`src/rtl/sseg_scan_driver.sv`:
```
`default_nettype none
// ============================================================================
// Module   : sseg_scan_driver
// Purpose  : Time-multiplexed common-anode 7-segment scan driver with hex decode,
//            leading-zero blanking, PWM brightness and inter-digit dead time.
// Revision : 1.0 - initial release
// ============================================================================
module sseg_scan_driver #(
  parameter int NUM_DIGITS = 4,
  parameter int SCAN_DIV   = 50000,
  parameter int DIM_BITS   = 4,
  parameter int DEAD_CYC   = 8
) (
  input  logic                    clk,
  input  logic                    rst_n,
  input  logic                    enable,
  input  logic [4*NUM_DIGITS-1:0] digits,
  input  logic [NUM_DIGITS-1:0]   dp_in,
  input  logic [NUM_DIGITS-1:0]   digit_en,
  input  logic                    blank_lz,
  input  logic [DIM_BITS-1:0]     brightness,
  output logic [6:0]              sseg,
  output logic                    dp,
  output logic [NUM_DIGITS-1:0]   an,
  output logic                    frame_tick
);

  localparam int c_slot_w = $clog2(SCAN_DIV);
  localparam int c_idx_w  = (NUM_DIGITS > 1) ? $clog2(NUM_DIGITS) : 1;

  localparam logic [c_slot_w-1:0] c_slot_last = c_slot_w'(SCAN_DIV - 1);
  localparam logic [c_slot_w-1:0] c_slot_one  = c_slot_w'(1);
  localparam logic [c_slot_w-1:0] c_dead      = c_slot_w'(DEAD_CYC);
  localparam logic [c_idx_w-1:0]  c_idx_last  = c_idx_w'(NUM_DIGITS - 1);
  localparam logic [c_idx_w-1:0]  c_idx_one   = c_idx_w'(1);
  localparam logic [DIM_BITS-1:0] c_pwm_one   = DIM_BITS'(1);
  localparam logic [6:0]          c_seg_blank = 7'h7F;

  // Scan counters
  logic [c_slot_w-1:0]     r_slot_cnt;
  logic [DIM_BITS-1:0]     r_pwm_cnt;
  logic [c_idx_w-1:0]      r_idx;

  // Frame snapshot of the display content
  logic [4*NUM_DIGITS-1:0] r_snap_digits;
  logic [NUM_DIGITS-1:0]   r_snap_dp;
  logic [NUM_DIGITS-1:0]   r_snap_en;
  logic                    r_snap_blank_lz;

  // Registered pin outputs
  logic [6:0]              r_sseg;
  logic                    r_dp;
  logic [NUM_DIGITS-1:0]   r_an;
  logic                    r_frame_tick;

  logic                    w_slot_wrap;
  logic                    w_frame_wrap;
  logic [3:0]              w_cur_nib;
  logic                    w_cur_en;
  logic                    w_cur_dp;
  logic                    w_cur_blank;
  logic [NUM_DIGITS-1:0]   w_blank;
  logic                    w_zero_run;
  logic                    w_lit;
  logic [6:0]              w_sseg_nxt;
  logic                    w_dp_nxt;
  logic [NUM_DIGITS-1:0]   w_an_nxt;

  function automatic logic [6:0] seg_decode(input logic [3:0] nib);
    logic [6:0] seg;
    case (nib)
      4'h0:    seg = 7'h40;
      4'h1:    seg = 7'h79;
      4'h2:    seg = 7'h24;
      4'h3:    seg = 7'h30;
      4'h4:    seg = 7'h19;
      4'h5:    seg = 7'h12;
      4'h6:    seg = 7'h02;
      4'h7:    seg = 7'h78;
      4'h8:    seg = 7'h00;
      4'h9:    seg = 7'h10;
      4'hA:    seg = 7'h08;
      4'hB:    seg = 7'h03;
      4'hC:    seg = 7'h46;
      4'hD:    seg = 7'h21;
      4'hE:    seg = 7'h06;
      4'hF:    seg = 7'h0E;
      default: seg = 7'h7F;
    endcase
    return seg;
  endfunction

  assign w_slot_wrap  = (r_slot_cnt == c_slot_last);
  assign w_frame_wrap = w_slot_wrap & (r_idx == c_idx_last);

  // Per-digit attributes of the digit currently being scanned
  always_comb begin
    w_cur_nib   = 4'h0;
    w_cur_en    = 1'b0;
    w_cur_dp    = 1'b0;
    w_cur_blank = 1'b0;
    for (int i = 0; i < NUM_DIGITS; i++) begin
      if (r_idx == c_idx_w'(i)) begin
        w_cur_nib   = r_snap_digits[4*i +: 4];
        w_cur_en    = r_snap_en[i];
        w_cur_dp    = r_snap_dp[i];
        w_cur_blank = w_blank[i];
      end
    end
  end

  // A digit is a leading zero when it and every more significant nibble are 0;
  // digit 0 is never blanked so a zero value still shows "0".
  always_comb begin
    w_blank    = '0;
    w_zero_run = 1'b1;
    for (int i = NUM_DIGITS - 1; i >= 1; i--) begin
      w_zero_run = w_zero_run & (r_snap_digits[4*i +: 4] == 4'h0);
      w_blank[i] = r_snap_blank_lz & w_zero_run;
    end
  end

  assign w_lit = enable & w_cur_en & (r_slot_cnt >= c_dead) & (r_pwm_cnt <= brightness);

  always_comb begin
    w_an_nxt   = '1;
    w_sseg_nxt = c_seg_blank;
    w_dp_nxt   = 1'b1;
    if (w_lit) begin
      for (int i = 0; i < NUM_DIGITS; i++) begin
        if (r_idx == c_idx_w'(i)) begin
          w_an_nxt[i] = 1'b0;
        end
      end
      w_sseg_nxt = w_cur_blank ? c_seg_blank : seg_decode(w_cur_nib);
      w_dp_nxt   = ~w_cur_dp;
    end
  end

  always_ff @(posedge clk) begin
    if (!rst_n) begin
      r_slot_cnt      <= '0;
      r_pwm_cnt       <= '0;
      r_idx           <= '0;
      r_snap_digits   <= '0;
      r_snap_dp       <= '0;
      r_snap_en       <= '0;
      r_snap_blank_lz <= 1'b0;
      r_sseg          <= c_seg_blank;
      r_dp            <= 1'b1;
      r_an            <= '1;
      r_frame_tick    <= 1'b0;
    end else begin
      r_slot_cnt <= w_slot_wrap ? '0 : r_slot_cnt + c_slot_one;
      r_pwm_cnt  <= w_slot_wrap ? '0 : r_pwm_cnt + c_pwm_one;
      if (w_slot_wrap) begin
        r_idx <= (r_idx == c_idx_last) ? '0 : r_idx + c_idx_one;
      end
      r_frame_tick <= w_frame_wrap;
      // Content is latched only at frame boundaries so a frame never tears
      if (w_frame_wrap) begin
        r_snap_digits   <= digits;
        r_snap_dp       <= dp_in;
        r_snap_en       <= digit_en;
        r_snap_blank_lz <= blank_lz;
      end
      r_sseg <= w_sseg_nxt;
      r_dp   <= w_dp_nxt;
      r_an   <= w_an_nxt;
    end
  end

  assign sseg       = r_sseg;
  assign dp         = r_dp;
  assign an         = r_an;
  assign frame_tick = r_frame_tick;

endmodule
`default_nettype wire

```
`config.mk`:
```
export PLATFORM = sky130hd
export DESIGN_NAME = sseg_scan_driver
export DESIGN_NICKNAME = d
export VERILOG_FILES = /design/src/rtl/sseg_scan_driver.sv
export SDC_FILE = /design/constraint.sdc
export NUM_CORES = 1
export LEC_CHECK = 0
export ABC_CLOCK_PERIOD_IN_PS = 2200
export BUFFER_PORTS_ARGS = -buffer_cell sky130_fd_sc_hd__buf_2
export CORE_AREA = 2 2 86 72
export CTS_CLUSTER_SIZE = 14
export DETAILED_ROUTE_END_ITERATION = 8
export DIE_AREA = 0 0 88 74
export GPL_ROUTABILITY_DRIVEN = 0
export PLACE_DENSITY = 0.82
export SLEW_MARGIN = 20
export SYNTH_ARGS = -nofsm -noshare
export SYNTH_HDL_FRONTEND = slang
export SYNTH_SLANG_ARGS = --single-unit
```
`constraint.sdc`:
```
create_clock -name clk -period 2.2 [get_ports clk]
set_input_delay 0.33 -clock clk [delete_from_list [all_inputs] [get_ports clk]]
set_output_delay 0.33 -clock clk [all_outputs]
set_load 0.1 [all_outputs]
```
**Word level (Yosys, flattened, before mapping)**

Memory sizes are Yosys's and may differ from the RTL's. A register that Yosys moved wholly into a read port is not among the register bits.
Cells that the tools add are included.

- Add/sub/neg operators: 3
- Order comparisons: 2
- Equality and inequality tests: 4
- Mux-type cells: 20
- Bitwise gates (word level): 12
- Reductions and logical operators: 7

Operator list:

| kind | count |
|---|---|
| 16-bit by 1-bit adder with 16-bit output (second input constant) | 1 |
| 16-bit equality test (second input constant) | 1 |
| 16-bit by 4-bit >= comparator with 1-bit output (second input constant) | 1 |
| 4-bit two-way mux | 4 |
| 1-bit two-way mux | 15 |
| 4-bit logical NOT | 3 |
| 1-bit bitwise AND | 9 |
| 4-bit by 1-bit adder with 4-bit output (second input constant) | 1 |
| 2-bit equality test (second input constant) | 2 |
| 4-bit <= comparator | 1 |
| 1-bit NOT | 3 |
| 3-bit OR reduction | 1 |
| 2-bit by 1-bit adder with 2-bit output (second input constant) | 1 |
| 2-bit by 1-bit equality test with 1-bit output (second input constant) | 1 |
| 2-bit logical NOT | 1 |
| 2-bit two-way mux | 1 |
| 2-bit AND reduction | 1 |
| 2-bit OR reduction | 1 |

- Register bits after elaboration: 53
- Memory bits (read-only): 112
- Bits of input ports: 32
- Logic and storage cells: 59
- Memories: 1

Memory list:

| name | depth | width | rd ports | clocked after Yosys merged registers in | write ports | RTL line | source |
|---|---|---|---|---|---|---|---|
| (no name shown) | 16 | 7 | 1 | 1 | 0 | 71 | `case (nib)` |

**Depth between registers and ports, before layout**

Gate-level depths: netlist (run 1).

- Depth after elaboration: 10
- Mapped depth: 10
- Depth with buffers taken out: 9

**Worst setup path before layout (run 1)**

OpenSTA, ideal clock, no wires.

- Kind: register -> register
- Start point: reg r_idx[0]
- End point: reg r_sseg[3], in the netlist sseg[3]
- Arrival: 2,237 ps
- Required time: 2,058 ps
- Setup slack: -179 ps
- Stages on the path, launching flop included: 11
- Cells stage by stage: dfxtp_1 -> inv_1 -> ha_1 -> clkbuf_1 -> a211oi_1 -> a221oi_1 -> inv_1 -> ha_1 -> nand2_1 -> o211ai_1 -> o211ai_1

- Longest elaborated chain between the ends: 10
- Elaborated cells between the ends (all ways): 20

Ends and longest elaborated chain:

| item | RTL line | source |
|---|---|---|
| start, declared | 42 | `logic [c_idx_w-1:0] r_idx;` |
| start signal, assigned | 157 | `r_idx <= (r_idx == c_idx_last) ? '0 : r_idx + c_idx_one;` |
| 2-bit logical NOT | 103 | `if (r_idx == c_idx_w'(i)) begin` |
| 1-bit two-way mux (4 in series) | 103 |  |
| 1-bit bitwise AND (3 in series) | 123 | `assign w_lit = enable & w_cur_en & (r_slot_cnt >= c_dead) & (r_pwm_cnt <= brightness);` |
| 1-bit NOT (no line) | - |  |
| 3-bit OR reduction (no line) | - |  |
| end, declared | 51 | `logic [6:0] r_sseg;` |

Several ways; a longest one is shown, not always the timed one.
A chain may end at the register's enable or synchronous reset.

**Final worst setup path (run 1)**

- Start point: reg r_idx[1]
- End point: reg r_sseg[0], in the netlist sseg[0]

The elaborated chain is that of the path after synthesis.

==> impl_metrics.py, run 1 <==
metrics = {
    "yosys": {
        "mean_cell_area_of_the_mapped_netlist_sq_um": 9.822,
        "synth_area_sq_um": 2750,
        "synth_enable_flop_cells": 0,
        "yosys_most_used_dff": "dfxtp_1",
        "yosysSeqAreaShare_pct": 43.68,
        "synthArstFlopShare_pct": 0,
        "synth_cell_types": 48,
        "synth-seq-cells": 60,
        "ys_warn_count": 0,
        "syn_inst": 280,
        "mappedNetlistNets": 329,
    },
    "setup_path": {
        "cp_data_arrival_time_ns": 2.29,
        "cp_data_required_time_ns": 2.42,
        "crit_start": "r_idx[1]$_SDFFE_PN0N_",
        "end_kind": "flip-flop",
        "startpoint_type_of_the_worst_setup_path": "flip-flop",
        "worstRegToRegCells": 9,
        "cp_max_fo": 5,
        "crit_end": "sseg[0]$_SDFF_PP1_",
        "regToRegEndpoint": "sseg[0]$_SDFF_PP1_",
        "reg2reg_slack_ns": 0.13,
        "regToRegStartpoint": "r_idx[1]$_SDFFE_PN0N_",
        "critical_path_class": "reg2reg",
    },
    "layout": {
        "fill_cells": 470,
        "final_cell_area_sq_um": 3328,
        "share_of_post_route_cells_with_drive_strength_above_1_pct": 27.14,
        "insertedDiodeCount": 0,
        "flow.area_growth_from_synthesis_pct": 21.02,
        "design.final.nets": 385,
    },
    "placed_design": {
        "place_area_sq_um": 3058,
        "buffer_ports.inserted": 44,
        "dp_hpwl_um": 4259,
    },
    "grt": {
        "globalRouteMet2Util_pct": 28.96,
        "globalRouteMet3Util_pct": 5.660,
        "grt_pass1_vias": 2036,
        "wire_length_of_the_first_global_routing_pass_um": 9563,
        "met1_usage_pct": 25.42,
        "groute.usage.overall_pct": 19.32,
        "antenna_violations_before_repair": 0,
        "gr-total-overflow": 0,
        "grt_most_used_layer": "met2",
        "grt_start_max_net_pins": 20,
    },
    "drt": {
        "total_routed_wirelength_um": 5802,
        "final_antenna_net_count": 0,
        "drc": 0,
        "drt_pre_antenna_iters": 4,
        "via_per_instance_ratio": 5.390,
        "route.detailed.wl_per_inst_um": 13.81,
        "detailroute.via_count": 2264,
        "drt_iter0_drc": 104,
    },
    "status": {
        "run_status": "completed",
    },
    "pwr": {
        "pwr_density_cell_nw_per_um2": 645.2,
        "power_uw": 2147,
        "worst_ir_drop_vdd_mv": 0.3665,
        "total_leakage_power_uw": 0.001358,
    },
    "clock_network": {
        "path_clk_slew_ns": 0.06,
        "clock_sink_count": 60,
        "clock_tree.root_cell": "clkbuf_8",
        "ctsHoldBuffers": 0,
        "clock_tree_from_tritoncts": "done",
        "cts_buffers": 9,
        "cts.htree.levels": 3,
        "cts_buffer_depth": 2,
        "worstSkewPairLatency_ns": 0.34,
    },
    "timing": {
        "timing.final.max_slew_violations": 0,
        "setup_viol": 0,
        "fin_worst_skew_ns": 0.005665,
        "finalCritPeriodShare_pct": 93.93,
        "final_period_minus_worst_setup_slack_ns": 2.066,
        "finalHoldViolCount": 0,
        "fmaxAchievable_mhz": 483.9,
        "timing.slew.headroom_pct": 67.68,
        "whs_ns": 0.1946,
        "tightestPinTransition_ns": 0.4881,
    },
    "floorplan": {
        "initial_core_util_pct": 48.57,
        "floorplan.die_area_sq_um": 6512,
        "rows": 25,
        "floorplan.die.width_um": 88,
        "fp.coreArea_sq_um": 5662,
        "pin_count": 45,
        "die_y_extent_um": 74,
    },
    "worst_hold_path": {
        "holdCritPathClass": "in2reg",
    },
    "job": {
        "number_of_maximum_capacitance_violations": 0,
    },
}
## cell type report
cell class                 count  area [sq um]  share of cell area (%)
clock buffer                  12         155.1                   4.662
clock inverter                 2         35.03                   1.053
inverter                      17         63.81                   1.917
multi-input combinational    190          1441                   43.31
sequential                    60          1206                   36.24
tap                           81         101.3                   3.045
timing repair buffer          58         325.3                   9.774
## how the worst min path moves through the flow
stage                                  from  cells past startpoint                              to
detailed placement  r_pwm_cnt[0]$_SDFF_PP0_                      1         r_pwm_cnt[0]$_SDFF_PP0_
global route                     digits[12]                      2  r_snap_digits[12]$_SDFFE_PN0P_
floorplan           r_pwm_cnt[0]$_SDFF_PP0_                      1         r_pwm_cnt[0]$_SDFF_PP0_
CTS                              digits[15]                      2  r_snap_digits[15]$_SDFFE_PN0P_
global placement    r_pwm_cnt[0]$_SDFF_PP0_                      1         r_pwm_cnt[0]$_SDFF_PP0_
finish                           digits[15]                      2  r_snap_digits[15]$_SDFFE_PN0P_
## worst max-delay path, stage by stage (launching register included)
cell and delay [ns]:
dfxtp_4 0.38, inv_1 0.08, ha_2 0.22, nand3b_1 0.19
a221oi_2 0.33, inv_1 0.14, buf_4 0.15, ha_1 0.20
o221ai_1 0.19, nand2_1 0.07
## power breakdown
group | leakage [uW] | internal, uW | switching [uW]
sequential | 0.000486 | 1090 | 9.68
clock | 0.0000983 | 570 | 392
combinational | 0.000773 | 39.4 | 40.8
total | 0.00136 | 1700 | 443
## state kept, by name, summed over array words and instances (netlist names), 2 cells and up
| name | cells |
|---|---|
| r_slot_cnt | 16 |
| r_snap_digits | 16 |
| sseg | 7 |
| an | 4 |
| r_pwm_cnt | 4 |
| r_snap_dp | 4 |
| r_snap_en | 4 |
| r_idx | 2 |
## stage by stage
step / cells / TNS (ns) / worst slack (ns) / utilization (%)
5_1_grt: 420 / -0.005003 / -0.005003 / 58.78
6_report: 420 / 0 / 0.1335 / 58.78
3_5_place_dp: 404 / -0.01909 / -0.01389 / 54.01
4_1_cts: 418 / 0 / 0.0001072 / 57.41
3_3_place_gp: 404 / 0 / 0.09350 / 54.01
2_1_floorplan: 280 / 0 / 0.01097 / -
## cells by family (layout without fill, tap and decap cells)
kind of cell               after synthesis  in the layout  share of synthesized area [%]
DFF                                     60             60                          43.68
and+or+nand+nor                         99             99                          19.20
AOI/OAI and AO/OA                       53             53                          16.24
muxes                                    3              3                          1.092
buffers and inverters                   30             89                          6.324
adders and majority gates               17             17                          7.734
xor gates and xnor gates                18             18                          5.732
## routing by layer
layer,vias up,part of all wire [%],wire length [um]
met5,-,0,0
met4,0,2.7,155
met3,14,5.7,328
met2,65,43,2487
met1,1078,49,2831
li1,1107,-,-
## cell usage after synthesis (3+ instances only)
| library cell | instances | area share (%) |
|---|---|---|
| inv_1 | 17 | 2.3 |
| nor4_1 | 3 | 0.68 |
| buf_6 | 3 | 1.2 |
| nand3_1 | 11 | 2.0 |
| a22o_1 | 26 | 8.3 |
| nand2_1 | 21 | 2.9 |
| nor3b_1 | 3 | 0.82 |
| a21oi_1 | 4 | 0.73 |
| nand4_1 | 4 | 0.91 |
| nor2_1 | 30 | 4.1 |
| and3_1 | 4 | 0.91 |
| mux2i_1 | 3 | 1.1 |
| dfxtp_1 | 60 | 44 |
| a211oi_1 | 4 | 1.1 |
| ha_1 | 17 | 7.7 |
| nand3b_1 | 5 | 1.4 |
| xor2_1 | 8 | 2.5 |
| clkbuf_1 | 4 | 0.55 |
| xnor2_1 | 10 | 3.2 |
| nor3_1 | 3 | 0.55 |
## placed cells by master, fill, tap and decap left out, types with 4 or more instances in the layout
| cell | count |
|---|---|
| nand2_1 | 21 |
| a22o_1 | 26 |
| nand3b_1 | 5 |
| inv_1 | 16 |
| clkbuf_8 | 11 |
| ha_1 | 12 |
| and3_1 | 4 |
| buf_4 | 14 |
| xnor2_1 | 10 |
| xor2_1 | 8 |
| a21oi_1 | 4 |
| nand3_1 | 11 |
| nor2_1 | 30 |
| dfxtp_1 | 58 |
| buf_2 | 44 |
| nand4_1 | 4 |
## repair_timing
item | 4_1_cts | 5_1_grt
gates resized for setup | 1 | 15
pin swaps | 0 | 3
hold endpoints to repair | 0 | 0
setup buffers | 0 | 2
endpoints found under the setup margin | 2 | 7
Power figures use the tool's default switching activity.
==> inputs of run 2 (changes only) <==
- ABC_CLOCK_PERIOD_IN_PS: 2200 -> 1700
- clock period: 2.2 -> 1.7 ns (I/O delays scaled with it)
==> run 2 against run 1 <==
The flow now finishes with violations (negative setup slack). Clock skew up 0.0051 ns. Sequential share of layout area down 6.4 points. Maximum frequency down 1.7%. Sequential power up 29%. Worst setup slack worse by 0.54 ns. Global-route usage up 2.6 points. Clock power up 32%. Cell area up 23%. Sequential cell count unchanged. Wire length up 35%. Non-clock buffer count up 50. Largest cell class unchanged.
==> impl_metrics.py, run 2 (synthesis gave the netlist of run 1 again) <==
metrics = {
    "status": {
        "run_status": "complete, but fails checks",
        "failed_checks": "negative setup slack",
    },
    "setup_path": {
        "worstRegToRegCells": 10,
        "end_kind": "flip-flop",
        "cp_data_arrival_time_ns": 2.39,
        "regToRegEndpoint": "sseg[4]$_SDFF_PP1_",
        "timing.critical_path.cells": "inv_2 > ha_2 > nand3b_1 > a221o_1 > buf_4 > buf_4 > ha_1 > mux2i_1 > a22oi_1 > nand2_1",
        "timing.critical_path.mode_cell": "buf_4",
        "cp.depth": 10,
        "timing.critical_path.buf_inv": 3,
        "regToRegStartpoint": "r_idx[0]$_SDFFE_PN0N_",
        "startpoint_type_of_the_worst_setup_path": "flip-flop",
        "critPathMaxStageDelay_ns": 0.36,
        "critical-path-top-delay-family": "compound AO/OA/AOI/OAI gates",
        "reg2reg_slack_ns": -0.40,
        "cp_data_required_time_ns": 1.99,
        "cp_max_fo": 6,
        "critical_path_class": "reg2reg",
        "cpMaxStageDelayCell": "a221o_1",
    },
    "floorplan": {
        "floorplan.die.width_um": 88,
        "fp.coreArea_sq_um": 5662,
        "die_y_extent_um": 74,
        "floorplan.die_area_sq_um": 6512,
        "initial_core_util_pct": 48.57,
        "pin_count": 45,
        "rows": 25,
    },
    "clock_network": {
        "clock_sink_count": 60,
        "path_clk_slew_ns": 0.07,
        "worstSkewPairLatency_ns": 0.35,
        "cts.htree.levels": 3,
        "clock_tree_from_tritoncts": "done",
        "cts_buffers": 9,
        "cts_buffer_depth": 2,
        "clock_tree.root_cell": "clkbuf_8",
        "ctsHoldBuffers": 0,
    },
    "pwr": {
        "clock_power_share_pct": 44.2,
        "p_seq_share_pct": 49.3,
        "share_of_total_power_in_combinational_logic_pct": 6.5,
        "netSwitchingPower_uw": 656.2,
        "cellInternalPower_uw": 2224,
        "total_leakage_power_uw": 0.001674,
        "swShare_pct": 22.79,
        "pwr_density_cell_nw_per_um2": 706.2,
        "worst_ir_drop_vdd_mv": 0.4624,
    },
    "grt": {
        "grt_pass1_vias": 2354,
        "gr-total-overflow": 0,
        "antenna_violations_before_repair": 0,
        "wire_length_of_the_first_global_routing_pass_um": 10780,
        "groute.usage.overall_pct": 21.96,
        "grt_start_max_net_pins": 20,
    },
    "timing": {
        "timing.slew.headroom_pct": 67.88,
        "setup_viol": 53,
        "unrepaired_setup_endpoints_after_global_routing": "yes",
        "finalCritPeriodShare_pct": 123.6,
        "timing.final.max_slew_violations": 0,
        "tightestPinTransition_ns": 0.4851,
        "final_period_minus_worst_setup_slack_ns": 2.102,
        "final_critical_path_setup_slack_ns": -0.4019,
        "fin_worst_skew_ns": 0.01081,
        "finalHoldViolCount": 0,
        "fmaxAchievable_mhz": 475.8,
    },
    "layout": {
        "share_of_post_route_cells_with_drive_strength_above_1_pct": 47.31,
        "flow.area_growth_from_synthesis_pct": 48.27,
        "fin_cells": 472,
        "design.final.nets": 435,
        "insertedDiodeCount": 0,
        "layout_common_cells": "dfxtp_1, buf_4, buf_2",
        "layout.cells.most_common": "dfxtp_1",
        "fill_cells": 368,
    },
    "job": {
        "number_of_maximum_capacitance_violations": 0,
    },
    "drt": {
        "drc": 0,
        "via_per_instance_ratio": 5.436,
        "detailroute.via_count": 2566,
        "drt_iter0_drc": 147,
        "drt_pre_antenna_iters": 4,
        "route.detailed.wl_per_inst_um": 16.64,
        "total_routed_wirelength_um": 7855,
        "final_antenna_net_count": 0,
    },
    "placed_design": {
        "dp_cells": 437,
        "detailedPlace.worstSlack_ns": -0.3209,
        "dp_hpwl_um": 4495,
        "buffer_ports.inserted": 44,
    },
    "worst_hold_path": {
        "holdCritPathClass": "in2reg",
        "hold_path_startpoint": "digits[13]",
        "worst_hold_stages": 2,
        "min_to": "r_snap_digits[13]$_SDFFE_PN0P_",
    },
}
==> run 2: worst max path at each step <==
stage	startpoint	slack, ns	end
5_1_grt	r_idx[0]$_SDFFE_PN0N_	-0.46	sseg[4]$_SDFF_PP1_
3_5_place_dp	r_idx[0]$_SDFFE_PN0N_	-0.32	sseg[0]$_SDFF_PP1_
3_3_place_gp	r_idx[0]$_SDFFE_PN0N_	-0.28	sseg[0]$_SDFF_PP1_
6_report	r_idx[0]$_SDFFE_PN0N_	-0.40	sseg[4]$_SDFF_PP1_
2_1_floorplan	r_idx[1]$_SDFFE_PN0N_	-0.34	sseg[0]$_SDFF_PP1_
4_1_cts	r_idx[1]$_SDFFE_PN0N_	-0.24	sseg[4]$_SDFF_PP1_
==> run 2: routing by layer <==
layer	routed length [um]	share of wire (%)	global-route usage, %	up-vias
met3	484	6.2	7.547	24
met4	220	2.8	11.28	0
li1	-	-	-	1210
met2	3608	46	34.68	94
met1	3542	45	26.81	1238
met5	0	0	0	-
==> run 2: stage by stage <==
| step | util, % | instance area [sq um] | TNS, ns | hold WS [ns] | total power (uW) |
|---|---|---|---|---|---|
| floorplan | - | 2850 | -2.410 | 0.3767 | 1516 |
| CTS | 66.34 | 3756 | -1.470 | 0.1014 | 2842 |
| finish | 72.02 | 4078 | -6.957 | 0.1105 | 2880 |
| global placement | 59.96 | 3395 | -2.876 | 0.4654 | 1584 |
| detailed placement | 59.96 | 3395 | -4.282 | 0.4665 | 1590 |
| global route | 72.02 | 4078 | -10.06 | 0.1122 | 2971 |
==> run 2: what timing repair did <==
action | in CTS | in global routing
gates cloned | 1 | 5
buffers inserted | 9 | 5
gates resized for setup | 26 | 54
endpoints found under the setup margin | 38 | 58
pin swaps | 16 | 31
==> run 2: final cells by class <==
type | instances | area, sq um | area share [%]
flip-flops and latches | 60 | 1215 | 29.79
well taps | 81 | 101.3 | 2.485
multi-input cells | 190 | 1693 | 41.52
clock inverters | 4 | 48.80 | 1.197
inverters | 17 | 63.81 | 1.565
clock buffers | 12 | 145.1 | 3.559
repair buffers | 108 | 810.8 | 19.88
==> run 2: power by group through the flow <==
stage / clock (uW) / combinational [uW] / sequential, uW
final: 1270 / 186 / 1420
after global routing: 1350 / 203 / 1420
after CTS: 1280 / 137 / 1420
after detailed placement: 0 / 134 / 1460
after global placement: 0 / 129 / 1450
after floorplan: 0 / 57.4 / 1460
